$ cat src/rtl/AXI_package.sv
// Register-command encodings and word width shared with the AXI_top engine.
package AXI_package;

  localparam int REG_WIDTH = 32;

  localparam logic [REG_WIDTH-1:0] CMD_NOP                = 32'd0;
  localparam logic [REG_WIDTH-1:0] CMD_WRITE              = 32'd1;
  localparam logic [REG_WIDTH-1:0] CMD_READ               = 32'd2;
  localparam logic [REG_WIDTH-1:0] CMD_START              = 32'd3;
  localparam logic [REG_WIDTH-1:0] CMD_RESET              = 32'd4;
  localparam logic [REG_WIDTH-1:0] CMD_READ_ELAPSED_CLOCK = 32'd5;

  localparam logic [REG_WIDTH-1:0] STATUS_IDLE     = 32'd0;
  localparam logic [REG_WIDTH-1:0] STATUS_RUNNING  = 32'd1;
  localparam logic [REG_WIDTH-1:0] STATUS_ACCEPTED = 32'd2;
  localparam logic [REG_WIDTH-1:0] STATUS_REJECTED = 32'd3;
  localparam logic [REG_WIDTH-1:0] STATUS_ERROR    = 32'd4;

endpackage

$ cat src/rtl/cicero_job_loader_pkg.sv
// Job loader types: sequencer states, header field layout and the result record.
package cicero_job_loader_pkg;
  import AXI_package::*;

  localparam int HDR_CODE_LSB = 16;
  localparam int HDR_STR_LSB  = 0;
  localparam int HDR_FIELD_W  = 16;

  typedef enum logic [3:0] {
    ST_IDLE,
    ST_SETUP,
    ST_STROBE,
    ST_START,
    ST_WAIT,
    ST_RDCC,
    ST_CAP,
    ST_DRAIN,
    ST_ERR,
    ST_RESULT,
    ST_CLEAR
  } loader_state_t;

  typedef struct packed {
    logic                 accept;
    logic                 error;
    logic [REG_WIDTH-1:0] cycles;
  } result_t;

  // Number of 32-bit words needed to hold a byte count (ceil(bytes/4)).
  function automatic logic [HDR_FIELD_W-1:0] str_words(input logic [HDR_FIELD_W-1:0] bytes);
    logic [HDR_FIELD_W:0] sum;
    sum = {1'b0, bytes} + 17'd3;
    return {1'b0, sum[HDR_FIELD_W:2]};
  endfunction

endpackage

$ cat src/rtl/cicero_job_loader.sv
// Streams one regex job (header, code words, string words) into AXI_top,
// runs it, and returns {accept, error, cycles} on a valid/ready result port.
module cicero_job_loader
  import AXI_package::*;
  import cicero_job_loader_pkg::*;
#(
  parameter int MEM_WORDS     = 1024,
  parameter int START_TIMEOUT = 16
) (
  input  logic                 clk,
  input  logic                 rst,
  input  logic [REG_WIDTH-1:0] s_data,
  input  logic                 s_valid,
  input  logic                 s_last,
  output logic                 s_ready,
  output logic [REG_WIDTH-1:0] address_register,
  output logic [REG_WIDTH-1:0] data_in_register,
  output logic [REG_WIDTH-1:0] start_cc_pointer_register,
  output logic [REG_WIDTH-1:0] end_cc_pointer_register,
  output logic [REG_WIDTH-1:0] cmd_register,
  input  logic [REG_WIDTH-1:0] status_register,
  input  logic [REG_WIDTH-1:0] data_o_register,
  output logic                 r_valid,
  input  logic                 r_ready,
  output logic                 r_accept,
  output logic                 r_error,
  output logic [REG_WIDTH-1:0] r_cycles,
  output logic                 busy
);

  localparam int TW = $clog2(START_TIMEOUT + 1);
  localparam int CW = HDR_FIELD_W + 1;

  loader_state_t          state, state_nx;
  logic [HDR_FIELD_W-1:0] code_words, code_words_nx;
  logic [HDR_FIELD_W-1:0] str_bytes, str_bytes_nx;
  logic [CW-1:0]          total, total_nx;
  logic [CW-1:0]          idx, idx_nx;
  logic [TW-1:0]          tcnt, tcnt_nx;
  logic [REG_WIDTH-1:0]   address_nx, data_in_nx, start_cc_nx, end_cc_nx, cmd_nx;
  result_t                res, res_nx;
  logic                   s_ready_nx, r_valid_nx, busy_nx;

  logic                   s_hs, r_hs;
  logic [HDR_FIELD_W-1:0] hdr_code, hdr_str, hdr_words;
  logic [REG_WIDTH-1:0]   hdr_span;
  logic                   hdr_bad, last_word, status_running, status_done;

  assign s_hs           = s_valid && s_ready;
  assign r_hs           = r_valid && r_ready;
  assign hdr_code       = s_data[HDR_CODE_LSB +: HDR_FIELD_W];
  assign hdr_str        = s_data[HDR_STR_LSB +: HDR_FIELD_W];
  assign hdr_words      = str_words(hdr_str);
  assign hdr_span       = REG_WIDTH'(hdr_code) + REG_WIDTH'(hdr_words);
  assign hdr_bad        = (hdr_code == 16'd0) || (hdr_str == 16'd0) ||
                          (hdr_span > REG_WIDTH'(MEM_WORDS)) || s_last;
  assign last_word      = (idx == (total - CW'(1)));
  assign status_running = (status_register == STATUS_RUNNING);
  assign status_done    = (status_register == STATUS_ACCEPTED) ||
                          (status_register == STATUS_REJECTED);

  // Next-state and next-value logic for every register of the sequencer.
  always_comb begin
    state_nx      = state;
    code_words_nx = code_words;
    str_bytes_nx  = str_bytes;
    total_nx      = total;
    idx_nx        = idx;
    tcnt_nx       = tcnt;
    address_nx    = address_register;
    data_in_nx    = data_in_register;
    start_cc_nx   = start_cc_pointer_register;
    end_cc_nx     = end_cc_pointer_register;
    res_nx        = res;
    case (state)
      ST_IDLE: begin
        if (s_hs) begin
          code_words_nx = hdr_code;
          str_bytes_nx  = hdr_str;
          total_nx      = CW'(hdr_code) + CW'(hdr_words);
          idx_nx        = '0;
          // A bad header that already ends the job has nothing left to drain.
          if (!hdr_bad) begin
            state_nx = ST_SETUP;
          end else if (s_last) begin
            state_nx = ST_ERR;
          end else begin
            state_nx = ST_DRAIN;
          end
        end else begin
          state_nx = ST_IDLE;
        end
      end
      ST_SETUP: begin
        if (s_hs) begin
          if (last_word == s_last) begin
            address_nx = REG_WIDTH'(idx);
            data_in_nx = s_data;
            idx_nx     = idx + CW'(1);
            state_nx   = ST_STROBE;
          end else if (s_last) begin
            state_nx = ST_ERR;
          end else begin
            state_nx = ST_DRAIN;
          end
        end else begin
          state_nx = ST_SETUP;
        end
      end
      ST_STROBE: begin
        if (idx == total) begin
          tcnt_nx     = '0;
          start_cc_nx = REG_WIDTH'({code_words, 2'b00});
          end_cc_nx   = REG_WIDTH'({code_words, 2'b00}) + REG_WIDTH'(str_bytes) - REG_WIDTH'(1);
          state_nx    = ST_START;
        end else begin
          state_nx = ST_SETUP;
        end
      end
      ST_START: begin
        if (status_running) begin
          state_nx = ST_WAIT;
        end else if (status_done) begin
          res_nx.accept = (status_register == STATUS_ACCEPTED);
          state_nx      = ST_RDCC;
        end else if (tcnt == TW'(START_TIMEOUT - 1)) begin
          state_nx = ST_ERR;
        end else begin
          tcnt_nx = (tcnt == {TW{1'b1}}) ? tcnt : tcnt + TW'(1);
        end
      end
      ST_WAIT: begin
        if (status_done) begin
          res_nx.accept = (status_register == STATUS_ACCEPTED);
          state_nx      = ST_RDCC;
        end else begin
          state_nx = ST_WAIT;
        end
      end
      ST_RDCC: state_nx = ST_CAP;
      ST_CAP: begin
        res_nx.cycles = data_o_register;
        state_nx      = ST_RESULT;
      end
      ST_DRAIN: begin
        if (s_hs && s_last) begin
          state_nx = ST_ERR;
        end else begin
          state_nx = ST_DRAIN;
        end
      end
      ST_ERR: begin
        res_nx   = '{accept: 1'b0, error: 1'b1, cycles: '0};
        state_nx = ST_RESULT;
      end
      ST_RESULT: begin
        if (r_hs) begin
          res_nx   = '0;
          state_nx = ST_CLEAR;
        end else begin
          state_nx = ST_RESULT;
        end
      end
      ST_CLEAR: state_nx = ST_IDLE;
      default:  state_nx = ST_IDLE;
    endcase
  end

  // Handshake and command outputs are decoded from the upcoming state so they register cleanly.
  always_comb begin
    s_ready_nx = (state_nx == ST_IDLE) || (state_nx == ST_SETUP) || (state_nx == ST_DRAIN);
    r_valid_nx = (state_nx == ST_RESULT);
    busy_nx    = (state_nx != ST_IDLE);
    case (state_nx)
      ST_STROBE: cmd_nx = CMD_WRITE;
      ST_START:  cmd_nx = CMD_START;
      ST_RDCC:   cmd_nx = CMD_READ_ELAPSED_CLOCK;
      ST_CLEAR:  cmd_nx = CMD_RESET;
      default:   cmd_nx = CMD_NOP;
    endcase
  end

  // State and output registers.
  always_ff @(posedge clk or negedge rst) begin
    if (!rst) begin
      state                     <= ST_IDLE;
      code_words                <= '0;
      str_bytes                 <= '0;
      total                     <= '0;
      idx                       <= '0;
      tcnt                      <= '0;
      address_register          <= '0;
      data_in_register          <= '0;
      start_cc_pointer_register <= '0;
      end_cc_pointer_register   <= '0;
      cmd_register              <= CMD_NOP;
      res                       <= '0;
      s_ready                   <= 1'b0;
      r_valid                   <= 1'b0;
      busy                      <= 1'b0;
    end else begin
      state                     <= state_nx;
      code_words                <= code_words_nx;
      str_bytes                 <= str_bytes_nx;
      total                     <= total_nx;
      idx                       <= idx_nx;
      tcnt                      <= tcnt_nx;
      address_register          <= address_nx;
      data_in_register          <= data_in_nx;
      start_cc_pointer_register <= start_cc_nx;
      end_cc_pointer_register   <= end_cc_nx;
      cmd_register              <= cmd_nx;
      res                       <= res_nx;
      s_ready                   <= s_ready_nx;
      r_valid                   <= r_valid_nx;
      busy                      <= busy_nx;
    end
  end

  assign r_accept = res.accept;
  assign r_error  = res.error;
  assign r_cycles = res.cycles;

endmodule

$ cat config.mk
export PLATFORM = sky130hd
export DESIGN_NAME = cicero_job_loader
export DESIGN_NICKNAME = d
export VERILOG_FILES = /design/src/rtl/AXI_package.sv /design/src/rtl/cicero_job_loader_pkg.sv /design/src/rtl/cicero_job_loader.sv
export SDC_FILE = /design/constraint.sdc
export NUM_CORES = 1
export LEC_CHECK = 0
export BUFFER_PORTS_ARGS = -buffer_cell sky130_fd_sc_hd__buf_2
export CAP_MARGIN = 15
export CORE_ASPECT_RATIO = 0.9
export CORE_MARGIN = 10
export CORE_UTILIZATION = 56
export DETAILED_ROUTE_END_ITERATION = 8
export PLACE_DENSITY = 0.89
export SLEW_MARGIN = 25
export SYNTH_ARGS = -nofsm -noshare
export SYNTH_HDL_FRONTEND = slang
export SYNTH_SLANG_ARGS = --single-unit
$ cat constraint.sdc
create_clock -name clk -period 9.3 [get_ports clk]
set_input_delay 0.93 -clock clk [delete_from_list [all_inputs] [get_ports clk]]
set_output_delay 0.93 -clock clk [all_outputs]
set_load 0.03 [all_outputs]
Yosys cells after proc, flatten, opt, wreduce, memory -nomap -nowiden
Index checks and enable logic that the tools add are counted.
{ "word_totals": {"register_bits": 241, "latch_bits": 0, "mem_bits_rw": 0, "mem_bits_ro": 0, "in_bits": 101, "out_inout_bits": 197, "elab_cells": 117, "n_memories": 0} }
{ "op_classes": {"add_sub_neg": 8, "multipliers": 0, "div": 0, "order_cmp": 1, "eq_ne": 33, "shifts": 0, "mux": 30, "n_bitwise": 0, "n_reduce_logical": 28} }
{ "op_table": {"columns": ["cell", "count"], "rows": [
  ["$pmux 32 s3", 1],
  ["$eq 32x2->1 const B", 2],
  ["$mux 17", 3],
  ["$mux 4", 9],
  ["$pmux 4 s9", 1],
  ["$add 16x15->17", 2],
  ["$eq 17x17->1", 2],
  ["$mux 34", 1],
  ["$pmux 17 s2", 1],
  ["$eq 32x1->1 const B", 1],
  ["$logic_not 16->1", 2],
  ["$mux 5", 5],
  ["$eq 4x3->1 const B", 6],
  ["$sub 19x1->20 const B", 1],
  ["$add 18x16->19", 1],
  ["$ne 2x2->1 const B", 9],
  ["$add 16x2->17 const B", 1],
  ["$add 17x1->17 const B", 1],
  ["$gt 17x11->1 const B", 1],
  ["$sub 17x1->17 const B", 1],
  ["$eq 4x2->1 const B", 4],
  ["$eq 4x4->1 const B", 4],
  ["$pmux 3 s4", 1],
  ["$pmux 5 s2", 1],
  ["other kinds (20)", 39]
]} }

Longest topological paths before layout
Gate-level depths: netlist (run 1).
{ "logic_depth": {"ltp_word": 11, "ltp_mapped": 19, "depth_no_buf": 18} }

Worst setup path before layout (run 1)
OpenSTA, ideal clock, no wires.
{ "synth_timing": {"kind": "input port to flip-flop", "startpoint": "in s_data[1]", "endpoint": "reg busy", "setup_time_ps": 131, "t_arrival_ps": 4280, "slack_ps": 4888, "stages": 17, "path_buffers": 0, "path_cell_list": "o21a_1 nand3_1 nor2_1 nand3_1 nor2_1 and3_1 nand2_1 xnor2_1 ha_1 a21oi_1 o21a_1 a311oi_1 a31oi_1 xor2_1 a41oi_2 or2_4 or3_1"} }
{ "synth_between": {"elab_chain_cells": 9, "word_cells_on_any_way": 11, "cone_classes": "add/sub: 2; order compare: 1; mux: 3; reduce/logical: 5"} }
{ "synth_lines": {"columns": ["item", "line", "source"], "rows": [
  ["from (decl)", "cicero_job_loader.sv:12", "input logic [REG_WIDTH-1:0] s_data,"],
  ["$add 16x2->17", "cicero_job_loader_pkg.sv:32", "sum = {1'b0, bytes} + 17'd3;"],
  ["$add 16x15->17", "cicero_job_loader.sv:54", "assign hdr_span = REG_WIDTH'(hdr_code) + REG_WIDTH'(hdr_words);"],
  ["$gt 17x11->1", "cicero_job_loader.sv:56", "(hdr_span > REG_WIDTH'(MEM_WORDS)) || s_last;"],
  ["$logic_or 1x1->1 (*)", "cicero_job_loader.sv:55", "assign hdr_bad = (hdr_code == 16'd0) || (hdr_str == 16'd0) ||"],
  ["$logic_or 1x1->1 (*)", "cicero_job_loader.sv:56", null],
  ["$mux 4 (*)", "cicero_job_loader.sv:83", "if (!hdr_bad) begin"],
  ["$mux 4 (*)", "cicero_job_loader.sv:77", "if (s_hs) begin"],
  ["$pmux 4 s9 (*)", "cicero_job_loader.sv:75", "case (state)"],
  ["net state_nx[1]", "cicero_job_loader.sv:34", "loader_state_t state, state_nx;"],
  ["$reduce_bool 4->1 (*)", "cicero_job_loader.sv:173", "busy_nx = (state_nx != ST_IDLE);"],
  ["net busy_nx", "cicero_job_loader.sv:42", "logic s_ready_nx, r_valid_nx, busy_nx;"],
  ["to (signal assigned)", "cicero_job_loader.sv:216", "busy <= busy_nx;"],
  ["to (decl)", "cicero_job_loader.sv:28", "output logic busy"]
]} }
The timed path passes the listed nets; every way through them passes the cells marked *.
A chain may end at the register's enable or synchronous reset.

Final worst setup path (run 1)
{ "layout_timing": {"startpoint": "in s_data[2]", "endpoint": "reg busy"} }
Same word-level chain as after synthesis.

==> flow_metrics.py, run 1 <==
metrics = {
    "synthesis": {
        "yosysMostFrequentCell": "nand2_1",
        "yosys.area.top_type": "dfrtp_1",
        "synthCells": 1269,
        "synth-edff-count": 0,
        "yosys.area.top_type_share": 0.431,
        "synth_ff_type": "dfrtp_1",
        "syn-mean-instance-area_um2": 9.15,
        "async_flop_share": 1.00,
        "netlist_top_cells_area": "dfrtp_1 (43%), nand2_1 (6.6%), ha_1 (5.9%)",
        "netlist_top_cells_count": "nand2_1 (203), dfrtp_1 (200), o21ai_0 (126)",
        "yosysWarnings": 0,
        "ys_ff_latch": 200,
        "yosysSeqAreaShare": 0.431,
        "ys_types": 71,
        "syn-cell-area_mm2": 0.0116,
    },
    "routing": {
        "dr.pass1.iters": 7,
        "first_iter_violations": 988,
        "avgViaCountPerCell": 5.62,
        "wl_per_cell_um": 18.0,
        "num_vias": 9742,
        "drt_wl_total_mm": 31.1,
        "ant_nets": 0,
        "drc_errors": 0,
    },
    "power": {
        "p_leak_nw": 6.85,
        "power_density_mw_per_mm2": 333,
        "ir_worst_vdd_mv": 0.251,
    },
    "clock_tree": {
        "cts_setup_buffers": 0,
        "root_buffer": "clkbuf_16",
        "clockBufferDepth": 2,
        "clkLatencyLatePin_ps": 440,
        "cts_buffers": 17,
        "htree_num_levels": 4,
        "cts_num_sinks": 200,
        "path_clk_slew_ps": 70,
        "cts_tree": "built",
        "ctsResizeCount": 0,
        "cts_hold_buffers": 0,
    },
    "final_layout": {
        "design_area_mm2": 0.0134,
        "layout.nets": 1622,
        "final.fill_count": 1610,
        "final_layout_size_suffix_gt1_frac": 0.233,
        "syn_to_final_growth_pct": 15.1,
    },
    "sta": {
        "post-route-period-util": 0.521,
        "timing.hold.ws_ps": 397,
        "hold_violations": 0,
        "max_freq_ghz": 0.206,
        "rsz0062_at_grt": "no",
        "worstMarginPinSlew_ps": 998,
        "final.setup.tns_ps": 0,
        "finalSetupViolCount": 0,
        "slew_headroom": 0.334,
        "finalMaxSlewViolations": 0,
        "setup_ws_ps": 4450,
        "min_period_ps": 4850,
        "skew_ps": 14.0,
    },
    "global_route": {
        "grt_max_degree": 126,
        "gr-total-overflow": 0,
        "grt_pass1_wl_mm": 49.3,
        "grt_use_total": 0.226,
        "grt_pass1_vias": 9580,
        "antenna_found_initial": 2,
    },
    "critical_path": {
        "cp.depth": 18,
        "ff2ff_path_depth": 17,
        "path_cells": "buf_2, o21a_1, nand3_1, nor2_1, nand3_1, nor2_1, and3_1, nand2_1, xnor2_1, ha_1, a21oi_1, o21a_1, a311oi_1, a31oi_1, xor2_1, a41oi_2, or2_4, or3_1",
        "critPathLaunchType": "input port",
        "critPathSlowestCell": "a311oi_1",
        "crit_buf_inv": 1,
        "end_kind": "register",
        "worstPathArrival_ps": 5170,
        "required_ps": 9620,
        "worstSetupPathType": "in -> reg",
        "cpPeakStageDelay_ps": 670,
        "critical_path_peak_fanout": 5,
        "critical-path-top-delay-family": "simple AND/OR/NAND/NOR gates",
    },
    "floorplan": {
        "die_x_um": 172,
        "dieArea_mm2": 0.0269,
        "pin_count": 298,
        "initial_utilization": 0.576,
        "die_y_um": 157,
        "row_count": 49,
        "core_mm2": 0.0202,
    },
    "place": {
        "pre_cts_slack_ps": 4210,
        "gp_congestion": 0.889,
        "placedInstanceArea_mm2": 0.0127,
        "io_buffers": 237,
        "dp_hpwl_mm": 23.3,
    },
    "min_path": {
        "hp-class": "in -> async",
    },
    "run": {
        "drv_cap": 0,
    },
    "status": {
        "status": "finished, final reports clean",
    },
}
cell type report:
| class | instances | area, um2 | share of cell area |
|---|---|---|---|
| Antenna cell | 1 | 2.50 | 0.000187 |
| Clock buffer | 19 | 453 | 0.0339 |
| Multi-Input combinational cell | 914 | 5770 | 0.432 |
| Sequential cell | 200 | 5000 | 0.375 |
| Clock inverter | 13 | 180 | 0.0135 |
| Timing Repair Buffer | 244 | 1310 | 0.0979 |
| Inverter | 87 | 327 | 0.0244 |
| Tap cell | 255 | 319 | 0.0239 |
kinds of logic after synthesis:
| kind of cell | synth area share |
|---|---|
| xor gates and xnor gates | 0.0581 |
| buffers and inverters | 0.0937 |
| muxes | 0.0545 |
| adders and majority gates | 0.0627 |
| DFF | 0.431 |
| AOI/OAI and AO/OA | 0.132 |
| and+or+nand+nor | 0.167 |
| other | 0.000323 |
where the power goes:
group	switching (mW)	total [mW]	internal, mW
registers	0.189	1.33	1.14
logic	1.48	2.33	0.852
clock network	0.353	0.799	0.446
total	2.02	4.45	2.44
final timing paths:
| check | to | startpoint | slack [ps] |
|---|---|---|---|
| worst min-delay path | data_in_register[28]$_DFFE_PN0P_ | rst | 400 |
| worst max-delay path | busy$_DFF_PN0_ | s_data[2] | 4450 |
| min in group clk | end_cc_pointer_register[16]$_DFFE_PN0P_ | end_cc_pointer_register[16]$_DFFE_PN0P_ | 480 |
| max in group asynchronous | start_cc_pointer_register[8]$_DFFE_PN0P_ | rst | 7560 |
| worst max register to register | busy$_DFF_PN0_ | total[0]$_DFFE_PN0P_ | 4730 |
| worst min register to register | end_cc_pointer_register[16]$_DFFE_PN0P_ | end_cc_pointer_register[16]$_DFFE_PN0P_ | 480 |
layer usage:
metal  track usage  part of all wire
met5             0           0.00035
met4        0.0541             0.015
met3        0.0679             0.094
met2         0.391              0.49
met1         0.271              0.40
cells in the final DEF, fill, tap and decap left out, types with 4 or more instances in the layout:
cell | Yosys | routed
buf_2 | 0 | 236
nand2_1 | 203 | 201
dfrtp_1 | 200 | 200
o21ai_0 | 126 | 126
inv_1 | 87 | 87
conb_1 | 1 | 60
ha_1 | 55 | 55
nor2_1 | 53 | 52
mux2_2 | 50 | 50
xnor2_1 | 44 | 44
a21oi_1 | 39 | 39
xor2_1 | 33 | 33
nand3_1 | 24 | 24
nor3_1 | 24 | 24
nor4_1 | 22 | 22
clkbuf_16 | 0 | 17
nand4_1 | 13 | 13
nand2b_1 | 13 | 13
or3_1 | 13 | 13
a21o_1 | 10 | 10
o31ai_1 | 9 | 9
and3_1 | 8 | 8
o211ai_1 | 8 | 8
o21a_1 | 7 | 7
mux2i_1 | 7 | 7
nor3b_1 | 7 | 7
and2_1 | 6 | 6
a211oi_1 | 5 | 5
a2111oi_0 | 4 | 4
o2111ai_1 | 4 | 4
inv_6 | 0 | 4
buf_4 | 72 | 4
sequential cells by signal, summed over array words and instances, names as in the netlist:
name,flops
state,4
r_error,1
tcnt,5
address_register,17
end_cc_pointer_register,20
r_valid,1
idx,17
start_cc_pointer_register,16
data_in_register,32
str_bytes,16
busy,1
r_cycles,32
cmd_register,3
code_words,16
total,17
s_ready,1
r_accept,1
metrics by stage:
step | std cells | utilization | power [mW]
after floorplan | 1328 | - | 3.02
after global placement | 1697 | 0.627 | 3.48
after detailed placement | 1699 | 0.629 | 3.62
after CTS | 1731 | 0.661 | 4.45
after global routing | 1733 | 0.662 | 4.77
final | 1733 | 0.662 | 4.45
Power figures use the tool's default switching activity.
==> inputs of run 2 (changes only) <==
Settings changed: CORE_UTILIZATION 56 to 54, PLACE_DENSITY 0.89 to 0.86.
Clock period 9.3 ns to 4.81 ns, I/O delays scaled along.
==> flow_metrics.py, run 2 (synthesis results as in run 1) <==
metrics = {
    "critical_path": {
        "ff2ff_path_depth": 15,
        "worstPathArrival_ps": 4700,
        "required_ps": 5130,
        "end_kind": "register",
        "critPathLaunchType": "input port",
        "r2r-end": "idx[16]$_DFFE_PN0P_",
        "critPathSlowestCell": "a311oi_1",
        "rrSetupSlack_ps": 440,
        "cpPeakStageDelay_ps": 670,
        "critical_path_peak_fanout": 5,
        "worstSetupPathType": "in -> reg",
        "r2r-start": "total[1]$_DFFE_PN0P_",
        "path_cells": "buf_2, o21a_1, nand3_1, nor2_1, nand3_1, nor2_1, and3_1, nand2_1, xnor2_1, ha_1, a21oi_1, o21a_1, a311oi_1, a31oi_1, xor2_1, a41oi_2, or2_4, or3_1",
        "critical-path-top-delay-family": "simple AND/OR/NAND/NOR gates",
        "crit_buf_inv": 1,
    },
    "power": {
        "ir_worst_vdd_mv": 0.431,
        "power_density_mw_per_mm2": 641,
        "p_leak_nw": 6.89,
    },
    "clock_tree": {
        "clockBufferDepth": 2,
        "root_buffer": "clkbuf_16",
        "cts_tree": "built",
        "clkLatencyLatePin_ps": 440,
        "path_clk_slew_ps": 80,
        "cts_buffers": 17,
        "cts_num_sinks": 200,
        "htree_num_levels": 4,
    },
    "floorplan": {
        "dieArea_mm2": 0.0278,
        "row_count": 50,
        "die_x_um": 175,
        "pin_count": 298,
        "die_y_um": 159,
        "core_mm2": 0.0210,
        "initial_utilization": 0.554,
    },
    "min_path": {
        "whs_endpoint": "r_cycles[18]$_DFFE_PN0P_",
        "worstHoldStart": "data_o_register[18]",
        "hold_depth": 3,
        "hp-class": "in -> reg",
    },
    "routing": {
        "avgViaCountPerCell": 5.54,
        "dr.pass1.iters": 6,
        "drc_errors": 0,
        "drt_wl_total_mm": 31.1,
        "num_vias": 9794,
        "first_iter_violations": 874,
        "ant_nets": 0,
        "wl_per_cell_um": 17.6,
    },
    "global_route": {
        "grt_pass1_vias": 9755,
        "gr-total-overflow": 0,
        "grt_max_degree": 127,
        "grt_pass1_wl_mm": 50.5,
        "antenna_found_initial": 0,
        "grt_use_total": 0.219,
    },
    "run": {
        "drv_cap": 0,
    },
    "sta": {
        "post-route-period-util": 0.910,
        "hold_violations": 0,
        "min_period_ps": 4380,
        "final.setup.tns_ps": 0,
        "slew_headroom": 0.460,
        "skew_ps": 11.9,
        "worstMarginPinSlew_ps": 805,
        "finalSetupViolCount": 0,
        "rsz0062_at_grt": "no",
        "max_freq_ghz": 0.228,
        "finalMaxSlewViolations": 0,
    },
    "final_layout": {
        "design_area_mm2": 0.0135,
        "mostFrequentLayoutCells": "buf_2 (236), nand2_1 (202), dfrtp_1 (200), o21ai_0 (126), inv_1 (87)",
        "syn_to_final_growth_pct": 16.0,
        "layout.nets": 1628,
        "diodes": 0,
        "final_layout_size_suffix_gt1_frac": 0.236,
        "final.fill_count": 1656,
        "final_common_cell": "buf_2",
    },
    "place": {
        "dp_hpwl_mm": 23.2,
        "gp_congestion": 0.956,
        "io_buffers": 237,
        "placedInstanceArea_mm2": 0.0128,
    },
    "status": {
        "status": "finished, final reports clean",
    },
}
run 2: cell count changes in the layout (fill, tap and decap cells not counted), sizes merged, moves of 2 or more:
cell      delta
clkinvlp     -2
buf          +5
clkbuf       -2
clkinv       +5
run 2: area by class of cell:
type / instances / area [um2] / area share
Clock buffer: 17 / 425 / 0.0316
Multi-Input combinational cell: 914 / 5770 / 0.429
Sequential cell: 200 / 5000 / 0.372
Inverter: 87 / 327 / 0.0242
Timing Repair Buffer: 250 / 1350 / 0.100
Clock inverter: 15 / 233 / 0.0173
Tap cell: 286 / 358 / 0.0266
run 2: worst max path at each step:
stage,endpoint,start,depth (start not counted),slack (ps)
6_report,busy$_DFF_PN0_,s_data[2],18,430
3_3_place_gp,busy$_DFF_PN0_,s_data[1],18,380
4_1_cts,idx[15]$_DFFE_PN0P_,total[1]$_DFFE_PN0P_,16,330
2_1_floorplan,address_register[0]$_DFFE_PN0P_,total[2]$_DFFE_PN0P_,15,820
5_1_grt,idx[16]$_DFFE_PN0P_,total[2]$_DFFE_PN0P_,15,60
3_5_place_dp,busy$_DFF_PN0_,s_data[2],18,160
run 2: report_power, final:
part | leakage [nW] | internal, mW | switching, mW | total, mW
Sequential | 2.60 | 2.20 | 0.361 | 2.56
Clock | 0.319 | 0.854 | 0.726 | 1.58
Combinational | 3.97 | 1.66 | 2.84 | 4.50
Total | 6.89 | 4.71 | 3.93 | 8.64
run 2: worst min-delay path, delay by kind of cell:
family                 cells  cell delay (ps)
and+or+nand+nor            1               40
AOI/OAI and AO/OA          1               60
buffers and inverters      1              100
run 2: per-stage QoR:
step           std cells  worst slack (ps)  hold slack [ps]  total power, mW   util
6_report            1769               431              275             8.64  0.643
5_1_grt             1769              61.7              269             9.24  0.643
4_1_cts             1767               328              239             8.59  0.640
3_3_place_gp        1734               379              457             6.75  0.608
3_5_place_dp        1735               159              465             6.97  0.609
2_1_floorplan       1328               816              185             5.84      -
run 2: per-layer routing:
layer | wire length, um | track usage
met3 | 2800 | 0.0599
met1 | 12700 | 0.267
met2 | 14900 | 0.365
met5 | 0 | 0
met4 | 735 | 0.0747
run 2: repair_timing:
action                                  in CTS  in global routing
endpoints found under the hold margin        0                  1
gates resized for setup                      0                  2
setup buffers                                0                  0
endpoints found under the setup margin       0                  3
hold buffers                                 0                  1
==> inputs of run 3 (changes only) <==
Clock period 4.81 ns to 4.3 ns, I/O delays scaled along.
==> flow_metrics.py, run 3 (synthesis results as in run 1) <==
metrics = {
    "sta": {
        "min_period_ps": 4230,
        "skew_ps": 18.4,
        "timing.hold.ws_ps": 64.8,
        "max_freq_ghz": 0.236,
        "finalMaxSlewViolations": 0,
        "worstMarginPinSlew_ps": 935,
        "slew_headroom": 0.377,
        "post-route-period-util": 0.985,
        "setup_ws_ps": 66.1,
        "rsz0062_at_grt": "yes",
        "finalSetupViolCount": 0,
        "hold_violations": 0,
    },
    "status": {
        "status": "finished, final reports clean",
    },
    "floorplan": {
        "core_mm2": 0.0210,
        "dieArea_mm2": 0.0278,
        "pin_count": 298,
        "row_count": 50,
        "initial_utilization": 0.554,
        "die_x_um": 175,
        "die_y_um": 159,
    },
    "power": {
        "ir_worst_vdd_mv": 0.436,
        "p_clk_frac": 0.173,
        "seqPwrFrac": 0.300,
        "power.internal_mw": 5.17,
        "p_leak_nw": 6.93,
        "power_density_mw_per_mm2": 705,
        "switching_power_mw": 4.39,
        "p_sw_frac": 0.459,
        "combPwrFrac": 0.527,
    },
    "min_path": {
        "hp-class": "in -> async",
    },
    "critical_path": {
        "cp.depth": 15,
        "critical-path-top-delay-family": "simple AND/OR/NAND/NOR gates",
        "cpPeakStageDelay_ps": 510,
        "r2r-end": "idx[16]$_DFFE_PN0P_",
        "critPathCapture": "idx[16]$_DFFE_PN0P_",
        "required_ps": 4660,
        "worstSetupPathType": "reg -> reg",
        "critPathSlowestCell": "or4_4",
        "path_cells": "nor3_4, nand2_2, or4_4, or4_4, xnor2_2, a22oi_1, a2111oi_1, nand4_1, a221oi_2, ha_1, and2_4, o211ai_1, or3_4, or3_4, a21oi_2",
        "critPathLaunchType": "register",
        "worstPathArrival_ps": 4600,
        "setup.worst_path.start": "total[1]$_DFFE_PN0P_",
        "ff2ff_path_depth": 15,
        "rrSetupSlack_ps": 70,
        "r2r-start": "total[1]$_DFFE_PN0P_",
        "critical_path_peak_fanout": 5,
        "crit_buf_inv": 0,
        "end_kind": "register",
    },
    "run": {
        "drv_cap": 0,
    },
    "routing": {
        "drt_wl_total_mm": 31.6,
        "first_iter_violations": 670,
        "wl_met3_mm": 2.69,
        "drc_errors": 0,
        "num_vias": 9682,
        "ant_nets": 0,
        "top_layer": "met5",
        "routed-wl-met2_mm": 15.4,
        "m1WireLength_mm": 12.9,
        "wl_per_cell_um": 17.7,
        "dr.pass1.iters": 7,
        "avgViaCountPerCell": 5.43,
    },
    "clock_tree": {
        "clockBufferDepth": 2,
        "cts_num_sinks": 200,
        "root_buffer": "clkbuf_16",
        "clkLatencyLatePin_ps": 440,
        "htree_num_levels": 4,
        "path_clk_slew_ps": 80,
        "cts_hold_buffers": 0,
        "cts_buffers": 17,
        "cts_tree": "built",
    },
    "final_layout": {
        "final_layout_size_suffix_gt1_frac": 0.255,
        "syn_to_final_growth_pct": 16.7,
        "multi_input_area_mm2": 0.00585,
        "layout.nets": 1642,
        "mostFrequentLayoutCells": "buf_2 (236), nand2_1 (201), dfrtp_1 (199), o21ai_0 (126), inv_1 (87)",
        "final_common_cell": "buf_2",
        "seq_area_mm2": 0.00501,
        "final.fill_count": 1689,
    },
    "place": {
        "pre_cts_slack_ps": -71.8,
        "dp_hpwl_mm": 23.5,
        "gp_congestion": 0.891,
        "io_buffers": 237,
    },
    "global_route": {
        "grt_pass1_wl_mm": 50.8,
        "gr-total-overflow": 0,
        "grt_use_total": 0.220,
        "antenna_found_initial": 2,
        "grt_pass1_vias": 9613,
        "grt_max_degree": 99,
    },
}
==> run 3: cell count changes in the layout (fill, tap and decap cells not counted), moves of 2 or more <==
cell,delta
buf_4,+18
or3_1,-3
or3_4,+3
a21oi_1,-2
a21oi_2,+2
buf_16,-2
bufinv_16,-2
clkinvlp_4,+2
nor2_1,-2
nor2_2,+2
or4_1,-2
or4_4,+2
==> run 3: per-layer routing <==
| metal | vias up | track usage |
|---|---|---|
| li1 | 4642 | - |
| met1 | 4632 | 0.268 |
| met2 | 364 | 0.373 |
| met3 | 42 | 0.0689 |
| met4 | 2 | 0.0520 |
| met5 | - | 0 |
==> run 3: final cells by class <==
class / count / area share
tap: 286 / 0.0264
antenna: 1 / 0.000185
inverter: 87 / 0.0241
clock inverter: 15 / 0.0135
clock buffer: 17 / 0.0314
multi-input combinational: 914 / 0.432
sequential: 200 / 0.369
timing repair buffer: 264 / 0.103
==> run 3: worst register-to-register path, cell delays in order (launching register included) <==
cell	delay (ps)
dfrtp_2	450
nor3_4	220
nand2_2	100
or4_4	510
or4_4	440
xnor2_2	130
a22oi_1	80
a2111oi_1	330
nand4_1	220
a221oi_2	250
ha_1	210
and2_4	170
o211ai_1	130
or3_4	440
or3_4	380
a21oi_2	120
==> run 3: power groups by stage <==
stage / Combinational (mW) / Clock [mW] / Sequential, mW
2_1_floorplan: 3.12 / 0 / 3.41
3_3_place_gp: 4.76 / 0 / 2.85
3_5_place_dp: 4.90 / 0 / 2.89
4_1_cts: 4.97 / 1.67 / 2.85
5_1_grt: 5.55 / 1.74 / 2.95
6_report: 5.03 / 1.65 / 2.87
==> run 3: worst min path at each step <==
| stage | from | end | slack (ps) | cells past startpoint |
|---|---|---|---|---|
| 3_3_place_gp | start_cc_pointer_register[13]$_DFFE_PN0P_ | start_cc_pointer_register[13]$_DFFE_PN0P_ | 460 | 2 |
| 3_5_place_dp | r_cycles[8]$_DFFE_PN0P_ | r_cycles[8]$_DFFE_PN0P_ | 470 | 2 |
| 6_report | rst | address_register[16]$_DFFE_PN0P_ | 60 | 1 |
| 5_1_grt | rst | address_register[16]$_DFFE_PN0P_ | 130 | 1 |
| 4_1_cts | rst | address_register[16]$_DFFE_PN0P_ | 110 | 1 |
| 2_1_floorplan | rst | address_register[0]$_DFFE_PN0P_ | 130 | 0 |
==> run 3: metrics by stage <==
step                      area, um2   util  cells  power, mW  setup TNS (ps)
final                         13500  0.647   1784       9.55               0
after global routing          13500  0.647   1784       10.2            -240
after CTS                     13400  0.642   1780       9.50               0
after detailed placement      12800  0.612   1747       7.79           -88.1
after global placement        12800  0.612   1747       7.61               0
after floorplan               11800      -   1328       6.53               0
==> run 3: repair_timing <==
action | 4_1_cts | 5_1_grt
pin swaps | 1 | 7
resized for setup | 2 | 19
endpoints found under the setup margin | 2 | 12
gates cloned | 0 | 0
buffers inserted | 1 | 3
